--- config.mk ---
export PLATFORM = sky130hd
export DESIGN_NAME = pbit_stream_collector_flat
export DESIGN_NICKNAME = d
export VERILOG_FILES = /design/src/rtl/pbit_pkg.sv /design/src/rtl/pbit_stream_collector_if.sv /design/src/rtl/pbit_sync_fifo.sv /design/src/rtl/pbit_stream_collector.sv /design/src/flat_wrapper.sv
export SDC_FILE = /design/constraint.sdc
export NUM_CORES = 1
export LEC_CHECK = 0
export CAP_MARGIN = 10
export CELL_PAD_IN_SITES_DETAIL_PLACEMENT = 1
export CELL_PAD_IN_SITES_GLOBAL_PLACEMENT = 1
export CORE_UTILIZATION = 52
export CTS_CLUSTER_SIZE = 16
export DETAILED_ROUTE_END_ITERATION = 16
export GPL_TIMING_DRIVEN = 1
export HOLD_SLACK_MARGIN = 0.08
export MAX_ROUTING_LAYER = met4
export PLACE_DENSITY = 0.93
export SLEW_MARGIN = 20
export SYNTH_ARGS = -nofsm -noshare
export SYNTH_HDL_FRONTEND = slang
export SYNTH_SLANG_ARGS = --single-unit
export TNS_END_PERCENT = 100
--- constraint.sdc ---
create_clock -name clk -period 4.3 [get_ports clk]
set_clock_uncertainty 0.2 [all_clocks]
set_input_delay 0.86 -clock clk [delete_from_list [all_inputs] [get_ports clk]]
set_output_delay 0.86 -clock clk [all_outputs]
set_load 0.005 [all_outputs]
--- src/rtl/pbit_pkg.sv ---
// Shared types and default sizing for the p-bit stream collector slice.
package pbit_pkg;

    localparam int unsigned PBIT_W         = 8;
    localparam int unsigned FIFO_DEPTH_DEF = 8;
    localparam int unsigned WIN_LEN_DEF    = 256;

    typedef logic [PBIT_W-1:0] pbit_word_t;

endpackage

--- src/rtl/pbit_stream_collector_if.sv ---
// Stream-in / host-read / monitor bundle for pbit_stream_collector.
interface pbit_stream_collector_if
    import pbit_pkg::*;
#(
    parameter int unsigned WIN_LEN = WIN_LEN_DEF
);

    localparam int unsigned CNT_W = $clog2(WIN_LEN + 1);

    logic             bit_in;
    logic             bit_valid;
    logic             off;
    logic             rd_en;
    logic             ovf_clr;
    pbit_word_t       rd_data;
    logic             rd_valid;
    logic             fifo_empty;
    logic             fifo_full;
    logic             overflow;
    logic [CNT_W-1:0] ones_count;
    logic             window_done;

    modport master (
        output bit_in, bit_valid, off, rd_en, ovf_clr,
        input  rd_data, rd_valid, fifo_empty, fifo_full, overflow, ones_count, window_done
    );

    modport slave (
        input  bit_in, bit_valid, off, rd_en, ovf_clr,
        output rd_data, rd_valid, fifo_empty, fifo_full, overflow, ones_count, window_done
    );

endinterface

--- src/rtl/pbit_sync_fifo.sv ---
// Circular word FIFO with registered read port and registered full/empty flags.
module pbit_sync_fifo
    import pbit_pkg::*;
#(
    parameter int unsigned DEPTH = FIFO_DEPTH_DEF
) (
    input  logic       clk,
    input  logic       rst,
    input  logic       push,
    input  pbit_word_t push_data,
    input  logic       pop,
    output pbit_word_t rd_data,
    output logic       rd_valid,
    output logic       full,
    output logic       empty
);

    localparam int unsigned AW = (DEPTH > 1) ? $clog2(DEPTH) : 1;
    localparam int unsigned CW = AW + 1;

    pbit_word_t    mem [DEPTH];
    logic [AW-1:0] wr_ptr_q, rd_ptr_q;
    logic [CW-1:0] count_q, count_d;
    pbit_word_t    rd_data_q;
    logic          rd_valid_q, full_q, empty_q;
    logic          pop_eff, push_eff;

    // A pop in the same cycle frees the slot, so a push into a full FIFO is still legal.
    always_comb begin
        pop_eff  = pop && !empty_q;
        push_eff = push && (!full_q || pop_eff);
        count_d  = count_q + CW'(push_eff) - CW'(pop_eff);
    end

    always_ff @(posedge clk or posedge rst) begin
        if (rst) begin
            wr_ptr_q   <= '0;
            rd_ptr_q   <= '0;
            count_q    <= '0;
            rd_data_q  <= '0;
            rd_valid_q <= 1'b0;
            full_q     <= 1'b0;
            empty_q    <= 1'b1;
        end else begin
            if (push_eff) wr_ptr_q <= wr_ptr_q + 1'b1;
            if (pop_eff) begin
                rd_ptr_q  <= rd_ptr_q + 1'b1;
                rd_data_q <= mem[rd_ptr_q];
            end
            rd_valid_q <= pop_eff;
            count_q    <= count_d;
            full_q     <= (count_d == CW'(DEPTH));
            empty_q    <= (count_d == '0);
        end
    end

    always_ff @(posedge clk) begin
        if (push_eff) mem[wr_ptr_q] <= push_data;
    end

    assign rd_data  = rd_data_q;
    assign rd_valid = rd_valid_q;
    assign full     = full_q;
    assign empty    = empty_q;

endmodule

--- src/rtl/pbit_stream_collector.sv ---
// Deserializes the MSB-first p-bit stream into a FIFO and tracks overflow.
// Bias monitor (ones per window) is built only when PBIT_BIAS_MON_EN is defined.
module pbit_stream_collector
    import pbit_pkg::*;
#(
    parameter int unsigned FIFO_DEPTH = FIFO_DEPTH_DEF,
    parameter int unsigned WIN_LEN    = WIN_LEN_DEF
) (
    input logic                    clk,
    input logic                    rst,
    pbit_stream_collector_if.slave bus
);

    localparam int unsigned CNT_W = $clog2(WIN_LEN + 1);

    logic [PBIT_W-2:0] shift_q;
    logic [2:0]        bit_cnt_q;
    logic              accept, push, drop;
    pbit_word_t        push_data, rd_data;
    logic              rd_valid, full, empty;
    logic              overflow_q;

    assign accept    = bus.bit_valid && !bus.off;
    assign push      = accept && (bit_cnt_q == 3'd7);
    assign push_data = {shift_q, bus.bit_in};
    // Full implies non-empty, so any rd_en pops and makes room.
    assign drop      = push && full && !bus.rd_en;

    always_ff @(posedge clk or posedge rst) begin
        if (rst) begin
            shift_q   <= '0;
            bit_cnt_q <= '0;
        end else if (bus.off) begin
            shift_q   <= '0;
            bit_cnt_q <= '0;
        end else if (bus.bit_valid) begin
            shift_q   <= push_data[PBIT_W-2:0];
            bit_cnt_q <= bit_cnt_q + 3'd1;
        end
    end

    always_ff @(posedge clk or posedge rst) begin
        if (rst) begin
            overflow_q <= 1'b0;
        end else if (drop) begin
            overflow_q <= 1'b1;
        end else if (bus.ovf_clr) begin
            overflow_q <= 1'b0;
        end
    end

    pbit_sync_fifo #(
        .DEPTH(FIFO_DEPTH)
    ) u_fifo (
        .clk      (clk),
        .rst      (rst),
        .push     (push),
        .push_data(push_data),
        .pop      (bus.rd_en),
        .rd_data  (rd_data),
        .rd_valid (rd_valid),
        .full     (full),
        .empty    (empty)
    );

    assign bus.rd_data    = rd_data;
    assign bus.rd_valid   = rd_valid;
    assign bus.fifo_full  = full;
    assign bus.fifo_empty = empty;
    assign bus.overflow   = overflow_q;

`ifdef PBIT_BIAS_MON_EN
    localparam int unsigned WW = (WIN_LEN > 1) ? $clog2(WIN_LEN) : 1;

    logic [WW-1:0]    win_cnt_q;
    logic [CNT_W-1:0] ones_acc_q, ones_count_q;
    logic             window_done_q;

    // Window advances only on accepted bits, so off freezes it without clearing.
    always_ff @(posedge clk or posedge rst) begin
        if (rst) begin
            win_cnt_q     <= '0;
            ones_acc_q    <= '0;
            ones_count_q  <= '0;
            window_done_q <= 1'b0;
        end else begin
            window_done_q <= 1'b0;
            if (accept) begin
                if (win_cnt_q == WW'(WIN_LEN - 1)) begin
                    ones_count_q  <= ones_acc_q + CNT_W'(bus.bit_in);
                    window_done_q <= 1'b1;
                    win_cnt_q     <= '0;
                    ones_acc_q    <= '0;
                end else begin
                    win_cnt_q  <= win_cnt_q + 1'b1;
                    ones_acc_q <= ones_acc_q + CNT_W'(bus.bit_in);
                end
            end
        end
    end

    assign bus.ones_count  = ones_count_q;
    assign bus.window_done = window_done_q;
`else
    assign bus.ones_count  = '0;
    assign bus.window_done = 1'b0;
`endif

endmodule

--- src/flat_wrapper.sv ---
// flat-port wrapper written by rule: the top's interface ports become plain ports
module pbit_stream_collector_flat import pbit_pkg::*;
#(
    parameter int unsigned FIFO_DEPTH = FIFO_DEPTH_DEF,
    parameter int unsigned WIN_LEN    = WIN_LEN_DEF
)
  (clk, rst, bus_bit_in, bus_bit_valid, bus_off, bus_rd_en, bus_ovf_clr, bus_rd_data, bus_rd_valid, bus_fifo_empty, bus_fifo_full, bus_overflow, bus_ones_count, bus_window_done);
  pbit_stream_collector_if #(.WIN_LEN(WIN_LEN)) bus_i ();
  input logic clk;
  input logic rst;
  input wire logic [$bits(bus_i.bit_in)-1:0] bus_bit_in;
  input wire logic [$bits(bus_i.bit_valid)-1:0] bus_bit_valid;
  input wire logic [$bits(bus_i.off)-1:0] bus_off;
  input wire logic [$bits(bus_i.rd_en)-1:0] bus_rd_en;
  input wire logic [$bits(bus_i.ovf_clr)-1:0] bus_ovf_clr;
  output wire logic [$bits(bus_i.rd_data)-1:0] bus_rd_data;
  output wire logic [$bits(bus_i.rd_valid)-1:0] bus_rd_valid;
  output wire logic [$bits(bus_i.fifo_empty)-1:0] bus_fifo_empty;
  output wire logic [$bits(bus_i.fifo_full)-1:0] bus_fifo_full;
  output wire logic [$bits(bus_i.overflow)-1:0] bus_overflow;
  output wire logic [$bits(bus_i.ones_count)-1:0] bus_ones_count;
  output wire logic [$bits(bus_i.window_done)-1:0] bus_window_done;
  assign bus_i.bit_in = bus_bit_in;
  assign bus_i.bit_valid = bus_bit_valid;
  assign bus_i.off = bus_off;
  assign bus_i.rd_en = bus_rd_en;
  assign bus_i.ovf_clr = bus_ovf_clr;
  assign bus_rd_data = bus_i.rd_data;
  assign bus_rd_valid = bus_i.rd_valid;
  assign bus_fifo_empty = bus_i.fifo_empty;
  assign bus_fifo_full = bus_i.fifo_full;
  assign bus_overflow = bus_i.overflow;
  assign bus_ones_count = bus_i.ones_count;
  assign bus_window_done = bus_i.window_done;
  pbit_stream_collector #(.FIFO_DEPTH(FIFO_DEPTH), .WIN_LEN(WIN_LEN)) u_core (.clk(clk), .rst(rst), .bus(bus_i));
endmodule
==> results.json <==
{
  "required_ps": 4390,
  "synth.avg_cell_area_um2": 14.8,
  "final.setup.tns_ps": 0,
  "worst_slew_pin_slew_ps": 863,
  "crit_family": "adder cells",
  "hold_viol_final": 0,
  "routabilityCongestion": 0.788,
  "path_class": "input port to flop",
  "cts_hold_buf": 0,
  "finalSetupViolCount": 0,
  "post_cts_resized": 0,
  "slew_viol_final": 0,
  "crit_top_cell": "inv_1",
  "first_pass_iters": 4,
  "synth_top_family_by_area": "multiplexers",
  "synth-compound-area-share_pct": 3.96,
  "fin_crit_sh_pct": 76.3,
  "cp_num_cells": 12,
  "met1_usage_pct": 24.5,
  "ioPinCount": 29,
  "synth.distinct_cells": 31,
  "synth_mux_area_share_pct": 10.6,
  "synth-seq-area-share_pct": 68.4,
  "grt_util_met2_pct": 39.6,
  "status": "finished clean",
  "reg2reg_depth": 13,
  "synth-xor-area-share_pct": 1.76,
  "crit_path_start_kind": "input port",
  "synth_top_area_share_pct": 48.3,
  "row_count": 31,
  "slowest_stage": "fa_1",
  "final_nets": 310,
  "initial_core_util_pct": 54.3,
  "dieArea_um2": 8010,
  "drtIter0Drc": 103,
  "worstPathCellList": "clkdlybuf4s50_1 -> nand3b_1 -> a21oi_4 -> inv_1 -> ha_1 -> inv_1 -> ha_1 -> inv_1 -> fa_1 -> inv_1 -> or3_1 -> nor2b_1",
  "clock.fmax_mhz": 305,
  "vias_per_cell": 5.37,
  "grt_pass1_vias": 2263,
  "cts_sinks": 96,
  "grt_usage_pct": 22.0,
  "wl_per_cell_um": 18.9,
  "syn_to_final_growth_pct": 10.7,
  "ir_drop_uv": 307,
  "antenna_found_initial": 0,
  "slew-limit-headroom_pct": 42.2,
  "cts.clk_slew.worst_paths_ps": 90,
  "hpwl_um": 5230,
  "grt_setup_unrepaired": "no",
  "period_minus_slack_ps": 3280,
  "cts_buffer_depth": 2,
  "use_met3_pct": 3.32,
  "power_density_nw_per_um2": 538,
  "clk_latency_ps": 360,
  "yosys.area.top_type": "edfxtp_1",
  "die_height_um": 89.5,
  "drc_errors": 0,
  "grt.busiest_layer": "met2",
  "syn-instance-count": 269,
  "layout_setup_ws_ps": 1020,
  "drive_gt1_share_pct": 8.70,
  "slowest_delay_ps": 470,
  "diodes": 0,
  "grt_first_pass_wirelength_um": 11900,
  "cp_max_fo": 6,
  "cts-root-buf": "clkbuf_8",
  "worstHoldPathType": "flop to flop",
  "post-place-ws_ps": 645,
  "portBuffers": 18,
  "cts_tree": "done",
  "maxCapViolCount": 0,
  "dieWidth_um": 89.5,
  "grt-ovfl-total": 0,
  "htree_levels": 3,
  "synthAdderAreaFrac_pct": 3.02,
  "syn_area_um2": 3980,
  "hold_path_depth": 2,
  "synth-seq-cells": 96,
  "grt_max_degree": 35,
  "power.leakage_nw": 1.80,
  "arrival_ps": 3370,
  "yosys.area_share.simple_pct": 6.73,
  "cts_made_buffers": 9,
  "post_cts_buffers": 0,
  "synth_area_leaders": "edfxtp_1 48%, dfrtp_1 19%, mux2i_1 10%",
  "finalWirelength_um": 7510,
  "endpoint_kind": "flop",
  "cp_num_buf_inv": 5,
  "core-area_um2": 7330,
  "ys_warn_count": 0,
  "vias": 2139,
  "antenna_left": 0
}
[synth_stat cells]
master and n:
a21o_1 1, a21oi_1 1, a21oi_4 1, a22oi_1 16, and2_1 1, buf_12 2, buf_2 2, buf_4 11
buf_6 2, clkbuf_1 1, clkbuf_2 3, conb_1 1, dfrtp_1 31, dfstp_2 1, edfxtp_1 64, fa_1 1
ha_1 8, inv_1 11, mux2_1 1, mux2i_1 41, nand2_1 23, nand2b_1 4, nand3_1 8, nand3b_1 1
nor2_1 18, nor2b_1 3, nor3_1 2, o32ai_1 1, or3_1 1, xnor2_1 7, xor2_1 1
[worst paths after layout]
| path | start | endpoint | slack, ps |
|---|---|---|---|
| setup / recovery | bus_off | u_core.u_fifo.full$_DFF_PP0_ | 1020 |
| hold / removal | u_core.u_fifo.rd_data[0]$_DFFE_PP0P_ | u_core.u_fifo.rd_data[0]$_DFFE_PP0P_ | 280 |
| setup reg to reg | u_core.bit_cnt_q[0]$_DFFE_PP0P_ | u_core.u_fifo.full$_DFF_PP0_ | 1330 |
| hold reg to reg | u_core.u_fifo.rd_data[0]$_DFFE_PP0P_ | u_core.u_fifo.rd_data[0]$_DFFE_PP0P_ | 280 |
| max in group asynchronous | rst | u_core.u_fifo.empty$_DFF_PP1_ | 2880 |
| min in group asynchronous | rst | u_core.u_fifo.rd_data[6]$_DFFE_PP0P_ | 680 |
[final cells by class]
cell class | count | area [um2]
Fill cell | 706 | 2930
Sequential cell | 96 | 2720
Multi-Input combinational cell | 150 | 1070
Timing Repair Buffer | 26 | 240
Clock buffer | 9 | 124
Tap cell | 99 | 124
Clock inverter | 7 | 77.6
Inverter | 11 | 41.3
[kinds of logic after synthesis]
family | Yosys count
flip-flops | 96
adder cells (fa/ha/maj) | 9
AO/OA/AOI/OAI | 20
buffers and inverters | 32
AND/OR/NAND/NOR | 61
XOR/XNOR | 8
other | 1
multiplexers | 42
[power breakdown]
part,internal [mW],switching (mW),total (mW)
clock network,0.275,0.320,0.595
registers,1.06,0.0583,1.12
logic,0.309,0.347,0.656
total,1.65,0.725,2.37
[layout by cell type, fill, tap and decap left out, drive strengths merged, types with 9 or more instances in the layout]
cell,count
dfrtp,31
edfxtp,64
clkdlybuf4s50,18
a22oi,16
nand2,23
conb,10
inv,14
clkbuf,9
nor2,18
mux2i,41
[metal layers]
layer | share of wire [%] | wire (um) | vias up
met3 | 4.3 | 325 | 8
met1 | 41 | 3080 | 1083
li1 | - | - | 993
met2 | 53 | 4000 | 55
met5 | 0 | 0 | -
met4 | 1.4 | 108 | 0
[state kept, by name (all words and copies together) (netlist names)]
signal	cells
u_core.u_fifo.mem	64
u_core.u_fifo.wr_ptr_q	3
u_core.u_fifo.empty	1
u_core.u_fifo.rd_ptr_q	3
u_core.shift_q	7
u_core.u_fifo.full	1
u_core.bit_cnt_q	3
u_core.bus.overflow	1
u_core.u_fifo.count_q	4
u_core.u_fifo.rd_data	8
u_core.u_fifo.rd_valid	1
[tightest hold or removal path, delay by kind of cell, from the launching register on]
family / cells / cell delay, ps
DFF: 1 / 350
and+or+nand+nor: 2 / 100
[per-stage QoR]
| stage | area [um2] | cells | util [%] | hold slack [ps] | power [mW] |
|---|---|---|---|---|---|
| after floorplan | 4010 | 278 | - | 270 | 1.64 |
| after global placement | 4200 | 382 | 57.3 | 259 | 1.75 |
| after detailed placement | 4200 | 382 | 57.3 | 269 | 1.80 |
| after CTS | 4410 | 398 | 60.1 | 293 | 2.40 |
| after global routing | 4410 | 398 | 60.1 | 329 | 2.50 |
| final | 4410 | 398 | 60.1 | 285 | 2.37 |
No activity file was read; power rests on OpenSTA's default activity.
==> edit, RTL diff (config.mk and constraints unchanged) <==
The option `PBIT_BIAS_MON_EN` is turned on by a define.
--- a/src/rtl/pbit_stream_collector.sv
+++ b/src/rtl/pbit_stream_collector.sv
@@ -1,5 +1,7 @@
 // Deserializes the MSB-first p-bit stream into a FIFO and tracks overflow.
 // Bias monitor (ones per window) is built only when PBIT_BIAS_MON_EN is defined.
+`define PBIT_BIAS_MON_EN
+
 module pbit_stream_collector
     import pbit_pkg::*;
 #(
Check against the original RTL: same outputs for any inputs over 10 cycles, from zero or initial values and one cycle with rst high; that may be too few to reach the edited logic, so the function may still have changed.
==> edit against the unedited design <==
- routed wire length rose by 55%
- area after synthesis up 30%
- total power up 54%
- sequential cell count rose by 27
- worst setup slack about the same
- global-route usage up 4.0 points
- critical path depth fell by 1
- design area rose by 41%
- highest routed layer unchanged
==> edit: results (changes against the unedited design) <==
| Metric | Value |
|---|---|
| CTS Root Cell | `clkbuf_8` |
| # fillers | `959 (+36%)` |
| R2r setup slk | `1.14 ns (-0.19 ns)` |
| Area contributors post-synth | `edfxtp_1, dfrtp_1, mux2i_1` |
| Port bufs | `28 (+10)` |
| Most flops, register | `u_core.u_fifo.mem` |
| Worst-path cell with the longest stage delay | `clkdlybuf4s50_1` |
| First-pass GRT wire length | `18.9 mm (+59%)` |
| Compound-gate portion of the synthesized area | `6.35% (+2.4 points)` |
| Total GRT Usage | `26.1% (+4.0 points)` |
| Initial DRT Pass Iterations | `4 (unchanged)` |
| Post-synthesis mux area share | `9.23% (-1.4 points)` |
| Setup TNS | `0 ns (unchanged)` |
| Routed wire per std cell | `20.7 um (+9.5%)` |
| Iteration-0 DRC Markers | `239 (+130%)` |
| Worst vdd ir | `0.321 mV (+4.5%)` |
| Fraction of layout cells with a size suffix above 1 | `12.5% (+3.8 points)` |
| CP arrival | `3.54 ns (+0.17 ns)` |
| Placed Area | `5580 sq um (+33%)` |
| Max-slew headroom | `40.6% (-1.6 points)` |
| Adder-cell area share of the yosys netlist | `3.04% (+0.026 points)` |
| Synth unique cells | `41 (+32%)` |
| Hold WC Path Type | `flip-flop to flip-flop` |
| Post-synth net total | `399` |
| P per Cell Area | `592 nW/um^2 (+9.9%)` |
| Cts repair resizes | `0 (unchanged)` |
| Synth Warn # | `0 (unchanged)` |
| Initial antenna violation count | `0 (unchanged)` |
| Mapped Avg Cell Area | `13.6 sq um (-7.9%)` |
| Clk_lat worst skew | `0.53 ns (+0.17 ns)` |
| Pin count of the biggest net entering global routing | `39 (+11%)` |
| RD Place Congestion | `0.764 (-3.1%)` |
| Final #Nets | `437 (+41%)` |
| Xor and xnor area share after synthesis | `3.04% (+1.3 points)` |
| CP Max Fanout | `6 (unchanged)` |
| Largest register FFs | `64 (unchanged)` |
| CTS Buf Count | `17 (+8)` |
| Antenna cells | `0 (unchanged)` |
| Crit-path max cell delay | `0.41 ns (-0.06 ns)` |
| H-tree levels | `4 (+1)` |
| Top_reg_cell synth | `edfxtp_1` |
| Leakage Power | `2.59 nW (+44%)` |
| Seq/Total Area, Yosys | `65.6% (-2.8 points)` |
| Top cells by count, synth | `edfxtp_1, dfrtp_1, mux2i_1` |
| Synth async-reset ratio | `48.0% (+15 points)` |
| Clk slew on worst S/H paths | `0.06 ns (-0.03 ns)` |
| Vias | `3,169 (+48%)` |
| Max clock buf depth | `2 (unchanged)` |
| DPL Wire Length | `7.33 mm (+40%)` |
| Outcome | `completed` |
| Vias in the first global route | `3,470 (+53%)` |
edit: cell count changes after synthesis, moves of 6 or more:
cell     before  now
and3_1        0    9
mux2_2        0    6
nand2_1      23   35
dfrtp_1      31   58
buf_4        11    4
nor2_1       18   27
a22o_1        0    7
edit: final cells by class:
cell class	count	area share, %
clock buffers	17	6.69
clock inverters	15	3.19
inverters	9	0.546
multi-input cells	231	26.5
flip-flops and latches	123	54.9
well taps	133	2.69
repair buffers	36	5.50
edit: routing by layer:
metal	wire, um	global-route usage [%]
met1	4830	29.9
met2	6320	43.2
met3	384	7.04
met4	123	10.6
met5	0	-
edit: per-stage QoR:
stage                     setup slack [ns]  hold WS, ns  std cells
after detailed placement             0.489        0.273        532
after floorplan                       1.29        0.239        380
after global routing                 0.885        0.310        564
after global placement               0.622        0.256        532
after CTS                             1.01        0.287        564
final                                 1.02        0.278        564
edit: critical path: cells and delay by family:
kind	cells	cell delay, ns
AOI/OAI and AO/OA	1	0.36
xor gates and xnor gates	1	0.16
adders and majority gates	3	0.87
buffers and inverters	3	0.54
and+or+nand+nor	3	0.74
edit: final timing paths:
kind                                          start                        end  cells after the start
min                        u_core.u_fifo.rd_data[7]   u_core.u_fifo.rd_data[7]                      2
min reg2reg                u_core.u_fifo.rd_data[7]   u_core.u_fifo.rd_data[7]                      2
max reg2reg                     u_core.bit_cnt_q[0]         u_core.u_fifo.full                     12
max in group asynchronous                       rst        u_core.win_cnt_q[7]                      3
max                                         bus_off         u_core.u_fifo.full                     11
min in group asynchronous                       rst  u_core.u_fifo.wr_ptr_q[2]                      2
edit: report_power, final:
group	switching (mW)	total, mW	internal [mW]
registers	0.0987	1.45	1.35
clock network	0.535	1.48	0.941
logic	0.390	0.737	0.346
total	1.02	3.66	2.64
